[config.mk]
export PLATFORM = sky130hd
export DESIGN_NAME = axis_packet_arbiter
export DESIGN_NICKNAME = d
export VERILOG_FILES = /design/src/rtl/axis_packet_arbiter.sv
export SDC_FILE = /design/constraint.sdc
export NUM_CORES = 1
export LEC_CHECK = 0
export CAP_MARGIN = 20
export CORE_ASPECT_RATIO = 1.1
export CORE_MARGIN = 3
export CORE_UTILIZATION = 36
export DETAILED_ROUTE_END_ITERATION = 6
export GPL_ROUTABILITY_DRIVEN = 0
export PLACE_DENSITY = 0.79
export SYNTH_ARGS = -nofsm -noshare
export SYNTH_HDL_FRONTEND = slang
export SYNTH_SLANG_ARGS = --single-unit
export TNS_END_PERCENT = 30
[constraint.sdc]
create_clock -name clk -period 2 [get_ports clk]
set_input_delay 0.4 -clock clk [delete_from_list [all_inputs] [get_ports clk]]
set_output_delay 0.4 -clock clk [all_outputs]
set_load 0.01 [all_outputs]
[src/rtl/axis_packet_arbiter.sv]
// -----------------------------------------------------------------------------
// axis_packet_arbiter
//
// Merges NUM_PORTS AXI-Stream inputs onto one registered AXI-Stream output.
// Arbitration is round-robin at packet granularity. Once a port is granted it
// keeps the grant until its tlast beat is accepted, so packets never
// interleave. Each output beat carries the source index on m_axis_tid.
//
// Ports:
//   clk            clock
//   resetn         asynchronous active-low reset
//   s_axis_tdata   packed input data, port i at [i*TDATA_WIDTH +: TDATA_WIDTH]
//   s_axis_tlast   per-port last-beat flag
//   s_axis_tvalid  per-port valid
//   s_axis_tready  per-port ready, at most one bit high (the granted port)
//   m_axis_tdata   registered output data
//   m_axis_tlast   registered output last flag
//   m_axis_tid     registered source port index
//   m_axis_tvalid  registered output valid
//   m_axis_tready  downstream ready
// -----------------------------------------------------------------------------
module axis_packet_arbiter #(
  parameter int NUM_PORTS   = 4,
  parameter int TDATA_WIDTH = 32,
  // Derived from NUM_PORTS; leave at its default.
  parameter int TID_WIDTH   = $clog2(NUM_PORTS)
) (
  input  logic                             clk,
  input  logic                             resetn,
  input  logic [NUM_PORTS*TDATA_WIDTH-1:0] s_axis_tdata,
  input  logic [NUM_PORTS-1:0]             s_axis_tlast,
  input  logic [NUM_PORTS-1:0]             s_axis_tvalid,
  output logic [NUM_PORTS-1:0]             s_axis_tready,
  output logic [TDATA_WIDTH-1:0]           m_axis_tdata,
  output logic                             m_axis_tlast,
  output logic [TID_WIDTH-1:0]             m_axis_tid,
  output logic                             m_axis_tvalid,
  input  logic                             m_axis_tready
);

  typedef enum logic {
    IDLE = 1'b0,
    BUSY = 1'b1
  } state_t;

  typedef logic [TID_WIDTH-1:0] tid_t;

  state_t                 state;
  state_t                 state_next;
  tid_t                   grant;
  tid_t                   last_grant;

  // Round-robin candidate
  logic                   pick_valid;
  tid_t                   pick_idx;
  int                     cand;

  // Granted-port view of the inputs
  logic [TDATA_WIDTH-1:0] sel_data;
  logic                   sel_last;
  logic                   sel_valid;

  logic                   can_load;
  logic                   accept;

  // ---------------------------------------------------------------------------
  // Round-robin search: first requesting port strictly after last_grant,
  // wrapping at NUM_PORTS. The loop runs from the farthest offset down to the
  // nearest so the nearest requester is the one left standing.
  // ---------------------------------------------------------------------------
  always_comb begin
    // NOTE: every variable gets a default before any conditional assignment,
    // otherwise paths that skip the assignment infer a latch.
    pick_valid = 1'b0;
    pick_idx   = '0;
    cand       = 0;
    for (int i = NUM_PORTS; i >= 1; i--) begin
      cand = int'(last_grant) + i;
      if (cand >= NUM_PORTS) cand = cand - NUM_PORTS;
      if (s_axis_tvalid[cand[TID_WIDTH-1:0]]) begin
        pick_valid = 1'b1;
        pick_idx   = cand[TID_WIDTH-1:0];
      end
    end
  end

  // Granted-port multiplexer.
  always_comb begin
    sel_data  = '0;
    sel_last  = 1'b0;
    sel_valid = 1'b0;
    for (int i = 0; i < NUM_PORTS; i++) begin
      if (grant == tid_t'(i)) begin
        sel_data  = s_axis_tdata[i*TDATA_WIDTH +: TDATA_WIDTH];
        sel_last  = s_axis_tlast[i];
        sel_valid = s_axis_tvalid[i];
      end
    end
  end

  // ---------------------------------------------------------------------------
  // FSM: state register
  // ---------------------------------------------------------------------------
  always_ff @(posedge clk or negedge resetn) begin
    // NOTE: sequential state uses non-blocking assignments so every register
    // samples the pre-edge values regardless of statement order.
    if (!resetn) state <= IDLE;
    else         state <= state_next;
  end

  // FSM: next-state logic
  always_comb begin
    state_next = state;
    unique case (state)
      IDLE: if (pick_valid)          state_next = BUSY;
      BUSY: if (accept && sel_last)  state_next = IDLE;
      default:                       state_next = IDLE;
    endcase
  end

  // FSM: outputs. The output register can take a new beat when it is empty
  // or its current beat leaves this cycle; ready reaches only the granted port.
  always_comb begin
    can_load      = !m_axis_tvalid || m_axis_tready;
    s_axis_tready = '0;
    if (state == BUSY) s_axis_tready[grant] = can_load;
    accept        = (state == BUSY) && sel_valid && can_load;
  end

  // ---------------------------------------------------------------------------
  // Grant pointer. last_grant resets to the top port so port 0 wins first.
  // ---------------------------------------------------------------------------
  always_ff @(posedge clk or negedge resetn) begin
    if (!resetn) begin
      grant      <= '0;
      last_grant <= tid_t'(NUM_PORTS - 1);
    end else if (state == IDLE && pick_valid) begin
      grant      <= pick_idx;
      last_grant <= pick_idx;
    end
  end

  // ---------------------------------------------------------------------------
  // Output register. Applies in both states so a final beat still drains
  // during the arbitration cycle.
  // ---------------------------------------------------------------------------
  always_ff @(posedge clk or negedge resetn) begin
    if (!resetn) begin
      m_axis_tvalid <= 1'b0;
      m_axis_tdata  <= '0;
      m_axis_tlast  <= 1'b0;
      m_axis_tid    <= '0;
    end else if (can_load) begin
      if (accept) begin
        m_axis_tvalid <= 1'b1;
        m_axis_tdata  <= sel_data;
        m_axis_tlast  <= sel_last;
        m_axis_tid    <= grant;
      end else begin
        m_axis_tvalid <= 1'b0;
      end
    end
  end

endmodule

==> results of run 1 <==
[through the flow]
stage                     area, um^2  hold slack (ps)  total power (W)  setup WS [ps]  setup TNS (ps)
after global placement          4580              372          0.00551           -153           -3810
after CTS                       4690             47.9          0.00630           83.0               0
after floorplan                 2650              104          0.00401            210               0
final                           4690             44.1          0.00620           88.8               0
after global routing            4690             59.8          0.00661           1.53               0
after detailed placement        4580              376          0.00559           -185           -4670
[cells by family after synthesis]
| logic type | Yosys count | share of synthesized area |
|---|---|---|
| muxes | 68 | 0.471 |
| DFF | 41 | 0.389 |
| and+or+nand+nor | 27 | 0.0511 |
| buffers and inverters | 17 | 0.0535 |
| AOI/OAI and AO/OA | 16 | 0.0360 |
[per-layer routing]
metal	share of wire	wire, um
met5	0	0
met4	0.011	85
met3	0.094	733
met2	0.54	4200
met1	0.35	2760
[area by class of cell]
type / instances / area [um^2] / share of cell area
inverters: 2 / 7.51 / 0.00160
multi-input cells: 111 / 1480 / 0.314
clock inverters: 2 / 37.5 / 0.00800
well taps: 85 / 106 / 0.0227
repair buffers: 197 / 1950 / 0.416
flip-flops and latches: 41 / 1030 / 0.219
clock buffers: 6 / 82.6 / 0.0176
[Yosys cell counts, drive strengths merged]
master | number | area share
nor3b | 1 | 0.0028
o21ai | 5 | 0.0095
a21oi | 5 | 0.0095
buf | 11 | 0.045
nand2b | 2 | 0.0047
o21a | 1 | 0.0028
nor4 | 1 | 0.0024
a21o | 1 | 0.0028
o41ai | 1 | 0.0033
mux4 | 34 | 0.29
nand3 | 2 | 0.0085
nand2 | 11 | 0.016
mux2i | 1 | 0.0038
nor2 | 6 | 0.0085
nand4 | 1 | 0.0024
o22ai | 1 | 0.0024
nor2b | 1 | 0.0024
o31ai | 1 | 0.0028
dfrtp | 39 | 0.37
o211ai | 1 | 0.0028
mux2 | 33 | 0.18
clkbuf | 4 | 0.0057
inv | 2 | 0.0028
nor3 | 2 | 0.0038
dfstp | 2 | 0.020
[flip-flops by register name, indices dropped and copies added, names as in the netlist]
name,flops
grant,2
last_grant,2
m_axis_tdata,32
m_axis_tid,2
m_axis_tlast,1
m_axis_tvalid,1
state,1
[worst max-delay path, stage by stage]
cell	delay (ps)
clkdlybuf4s50_1	450
nand2b_1	140
nand3_1	120
nor2_1	110
dlygate4sd2_1	290
[timing repair]
| item | CTS | global route |
|---|---|---|
| setup endpoints to repair | 4 | 1 |
| resized for setup | 4 | 1 |
| pin swaps | 0 | 0 |
| gates cloned | 0 | 0 |
| endpoints found under the hold margin | 0 | 0 |
[path summary, 6_finish.rpt]
check	from	to
hold reg to reg	m_axis_tid[1]	m_axis_tid[1]
setup / recovery	m_axis_tready	s_axis_tready[1]
setup reg to reg	grant[0]	m_axis_tdata[2]
max in group asynchronous	resetn	m_axis_tdata[6]
hold / removal	resetn	m_axis_tdata[19]
min in group clk	m_axis_tid[1]	m_axis_tid[1]
[power breakdown]
group          internal (W)  switching [W]
combinational       0.00253        0.00139
clock              0.000406       0.000296
sequential          0.00129       0.000279
[layout by cell type (no fill, tap or decap), types with 2 or more instances in the layout]
master and instances:
nand2_1 11, clkdlybuf4s50_1 173, mux2_4 26, nor2_1 6, mux2_2 7, clkbuf_8 6, inv_1 2, dfstp_2 2
nand2b_1 2, buf_4 16, nor3_1 2, buf_12 3, o21ai_0 5, dlygate4sd2_1 3, a21oi_1 5, dfrtp_1 38
mux4_2 34
==> results_dict.tcl, run 1 <==
set metrics [dict create \
    wl_per_cell_um 17.5 \
    drive_above_1_share 0.276 \
    drc 0 \
    cp_max_fo 3 \
    pin_count 179 \
    irDropWorstVdd_mv 0.532 \
    antenna_found_initial 0 \
    row_count 32 \
    min_period_ps 1910 \
    cap_violations 0 \
    grt_max_degree 31 \
    root_buffer "clkbuf_8" \
    top_usage_layer "met2" \
    first_global_vias 2404 \
    leakagePower_nw 1.93 \
    period_share 0.956 \
    grtUsageMet3 0.0557 \
    ys_warn_count 0 \
    start_kind "input pin" \
    syn_avg_cell_area_um2 15.7 \
    ys_seq_area_frac 0.389 \
    wl_um 7770 \
    track_usage 0.182 \
    ctsHoldBuffers 0 \
    viasPerCell 5.12 \
    numCtsBuffers 5 \
    ys_ff_latch 41 \
    worstMarginPinSlew_ps 465 \
    start_util 0.373 \
    clock_latency_ps 290 \
    dieHeight_um 95.9 \
    clk_pin_slew_ps 90 \
    final_nets 497 \
    pwr_density_cell_nw_per_um2 1320 \
    cts_tree "yes" \
    grt_overflow 0 \
    rsz0062_at_grt "false" \
    coreArea_um2 7090 \
    finalNonFillerCells 444 \
    status "finished, final reports clean" \
    max_freq_ghz 0.523 \
    grt_pass1_wl_um 11700 \
    r2r_slack_ps 250 \
    syn_inst 169 \
    met2_usage 0.327 \
    use_met1 0.211 \
    cp.arrival_ps 1510 \
    dp_cells 436 \
    cts_sinks 41 \
    dr_total_vias 2274 \
    drtIter0Drc 63 \
    hpwl_um 6420 \
    dr.pass1.iters 4 \
    finalHoldViolations 0 \
    yosysUniqueCellTypes 31 \
    slew_headroom 0.690 \
    synth_nets 308 \
    critical_path_class "input pin to primary output" \
    area_growth_pct 77.4 \
    hold_path.class "input pin to async pin" \
    clockBufferDepth 2 \
    ant_nets 0 \
    io_buffers 178 \
    htreeDepth 2 \
    die_w_um 87.7 \
    drv_slew 0 \
    die_area_um2 8410 \
    setup_violations 0 \
    fillers 537 \
    diodes 0 \
    clock_skew_ps 7.14 \
    cts_setup_buffers 0 \
    cp.required_ps 1600 \
    reg2regPathDepth 4 \
    fin_util 0.662 \
    syn_area_um2 2650 \
    worstSetupEndpointType "primary output" \
]
No activity file was read; power rests on OpenSTA's default activity.
==> run 2: changes to the inputs <==
- GPL_TIMING_DRIVEN: not set -> 0
==> run 2 against run 1 <==
Net effect:
- clock power shrank 2%
- first-iteration DRC count grew 4.8%
- wire length shrank 0.10%
- critical path depth is the same
- final area grew 0.19%
- critical path type is now input pin to flop
- critical endpoint is now m_axis_tdata[22]
- highest routed layer unchanged
==> results_dict.tcl, run 2 (synthesis results as in run 1) <==
set metrics [dict create \
    hold_depth 3 \
    period_share 0.978 \
    cpPeakStageDelay_ps 550 \
    status "finished, final reports clean" \
    wl_um 7770 \
    die_w_um 87.7 \
    finalNonFillerCells 442 \
    dp_cells 431 \
    pwr_density_cell_nw_per_um2 1330 \
    io_buffers 176 \
    dr_total_vias 2310 \
    area_growth_pct 77.7 \
    diodes 0 \
    final_cell_mix "clkdlybuf4s50_1, dfrtp_1, mux4_2, mux2_4, nand2_1" \
    clock_skew_ps 11.0 \
    max_freq_ghz 0.511 \
    fin_util 0.663 \
    drc 0 \
    final_nets 495 \
    top_register "m_axis_tdata" \
    grtUsageMet3 0.0574 \
    drv_slew 0 \
    ant_nets 0 \
    worstMarginPinSlew_ps 617 \
    cts_sinks 41 \
    place_ws_ps -529 \
    finalHoldViolations 0 \
    pin_count 179 \
    leakagePower_nw 1.94 \
    dieHeight_um 95.9 \
    clockBufferDepth 2 \
    multi_input_area_um2 1480 \
    hold_path.class "input pin to flop" \
    path_cells "clkdlybuf4s50_1 -> mux4_2 -> nand3_4 -> buf_12 -> mux2_4" \
    clk_pin_slew_ps 80 \
    hpwl_um 6270 \
    worstSetupEndpointType "flop" \
    clock_latency_ps 290 \
    numCtsBuffers 5 \
    grt_overflow 0 \
    grt_max_degree 40 \
    largest_register_ffs 32 \
    irDropWorstVdd_mv 0.576 \
    setup_violations 0 \
    cp.required_ps 2180 \
    cts_tree "yes" \
    layout.area.seq_um2 1030 \
    drive_above_1_share 0.269 \
    dr.pass1.iters 4 \
    slew_headroom 0.589 \
    die_area_um2 8410 \
    min_period_ps 1960 \
    grt_pass1_wl_um 11700 \
    track_usage 0.179 \
    wl_per_cell_um 17.6 \
    viasPerCell 5.23 \
    cap_violations 0 \
    coreArea_um2 7090 \
    reg2regPathDepth 4 \
    rsz0062_at_grt "false" \
    totalPowerFinal_w 0.00624 \
    top_usage_layer "met2" \
    first_global_vias 2393 \
    cp.arrival_ps 2130 \
    cp_max_fo 10 \
    start_util 0.373 \
    root_buffer "clkbuf_8" \
    start_kind "input pin" \
    antenna_found_initial 0 \
    htreeDepth 2 \
    final_common_cell "clkdlybuf4s50_1" \
    use_met1 0.211 \
    critical_path_class "input pin to flop" \
    row_count 32 \
    fillers 572 \
    met2_usage 0.317 \
    setup_ws_ps 43.1 \
    slowest_stage "mux4_2" \
    drtIter0Drc 66 \
]
[run 2: what timing repair did]
item | CTS | global route
buffers inserted | 2 | 1
hold buffers | 1 | 0
resized for setup | 12 | 6
gates cloned | 0 | 0
hold endpoints to repair | 2 | 0
setup endpoints to repair | 30 | 20
pin swaps | 1 | 0
[run 2: final cells by class]
cell class | count | area share
Timing Repair Buffer | 181 | 0.385
Multi-Input combinational cell | 111 | 0.315
Sequential cell | 41 | 0.219
Buffer | 14 | 0.0314
Tap cell | 85 | 0.0226
Clock buffer | 7 | 0.0184
Clock inverter | 1 | 0.00639
Inverter | 2 | 0.00160
[run 2: metrics by stage]
step           hold slack (ps)  area [um^2]  TNS, ps
4_1_cts                    397         4690        0
2_1_floorplan              104         2650        0
3_5_place_dp               209         4530   -11950
3_3_place_gp               460         4510   -33640
6_report                   407         4700        0
5_1_grt                    414         4700        0
[run 2: worst max-delay path: cells and delay by family]
family                 cells  cell delay (ps)
buffers and inverters      2              700
multiplexers               2              860
AND/OR/NAND/NOR            1              170
[run 2: routing by layer]
layer	share of wire	wire length [um]	vias up
met5	0	0	-
met4	0.011	82	0
met3	0.092	712	8
met2	0.54	4160	119
met1	0.36	2810	1151
li1	-	-	1032
[run 2: where the power goes]
| part | internal [W] | leakage (nW) | switching, W |
|---|---|---|---|
| Sequential | 0.00129 | 0.479 | 0.000259 |
| Combinational | 0.00256 | 1.40 | 0.00145 |
| Clock | 0.000407 | 0.0585 | 0.000282 |
| Total | 0.00426 | 1.94 | 0.00199 |
[run 2: final timing paths]
check | start | end | slack, ps
hold reg to reg | m_axis_tlast | m_axis_tlast | 480
hold / removal | s_axis_tvalid[1] | last_grant[0] | 410
max in group asynchronous | resetn | last_grant[1] | 1070
setup reg to reg | grant[0] | m_axis_tdata[25] | 150
setup / recovery | s_axis_tvalid[0] | m_axis_tdata[22] | 40
min in group asynchronous | resetn | m_axis_tdata[16] | 450
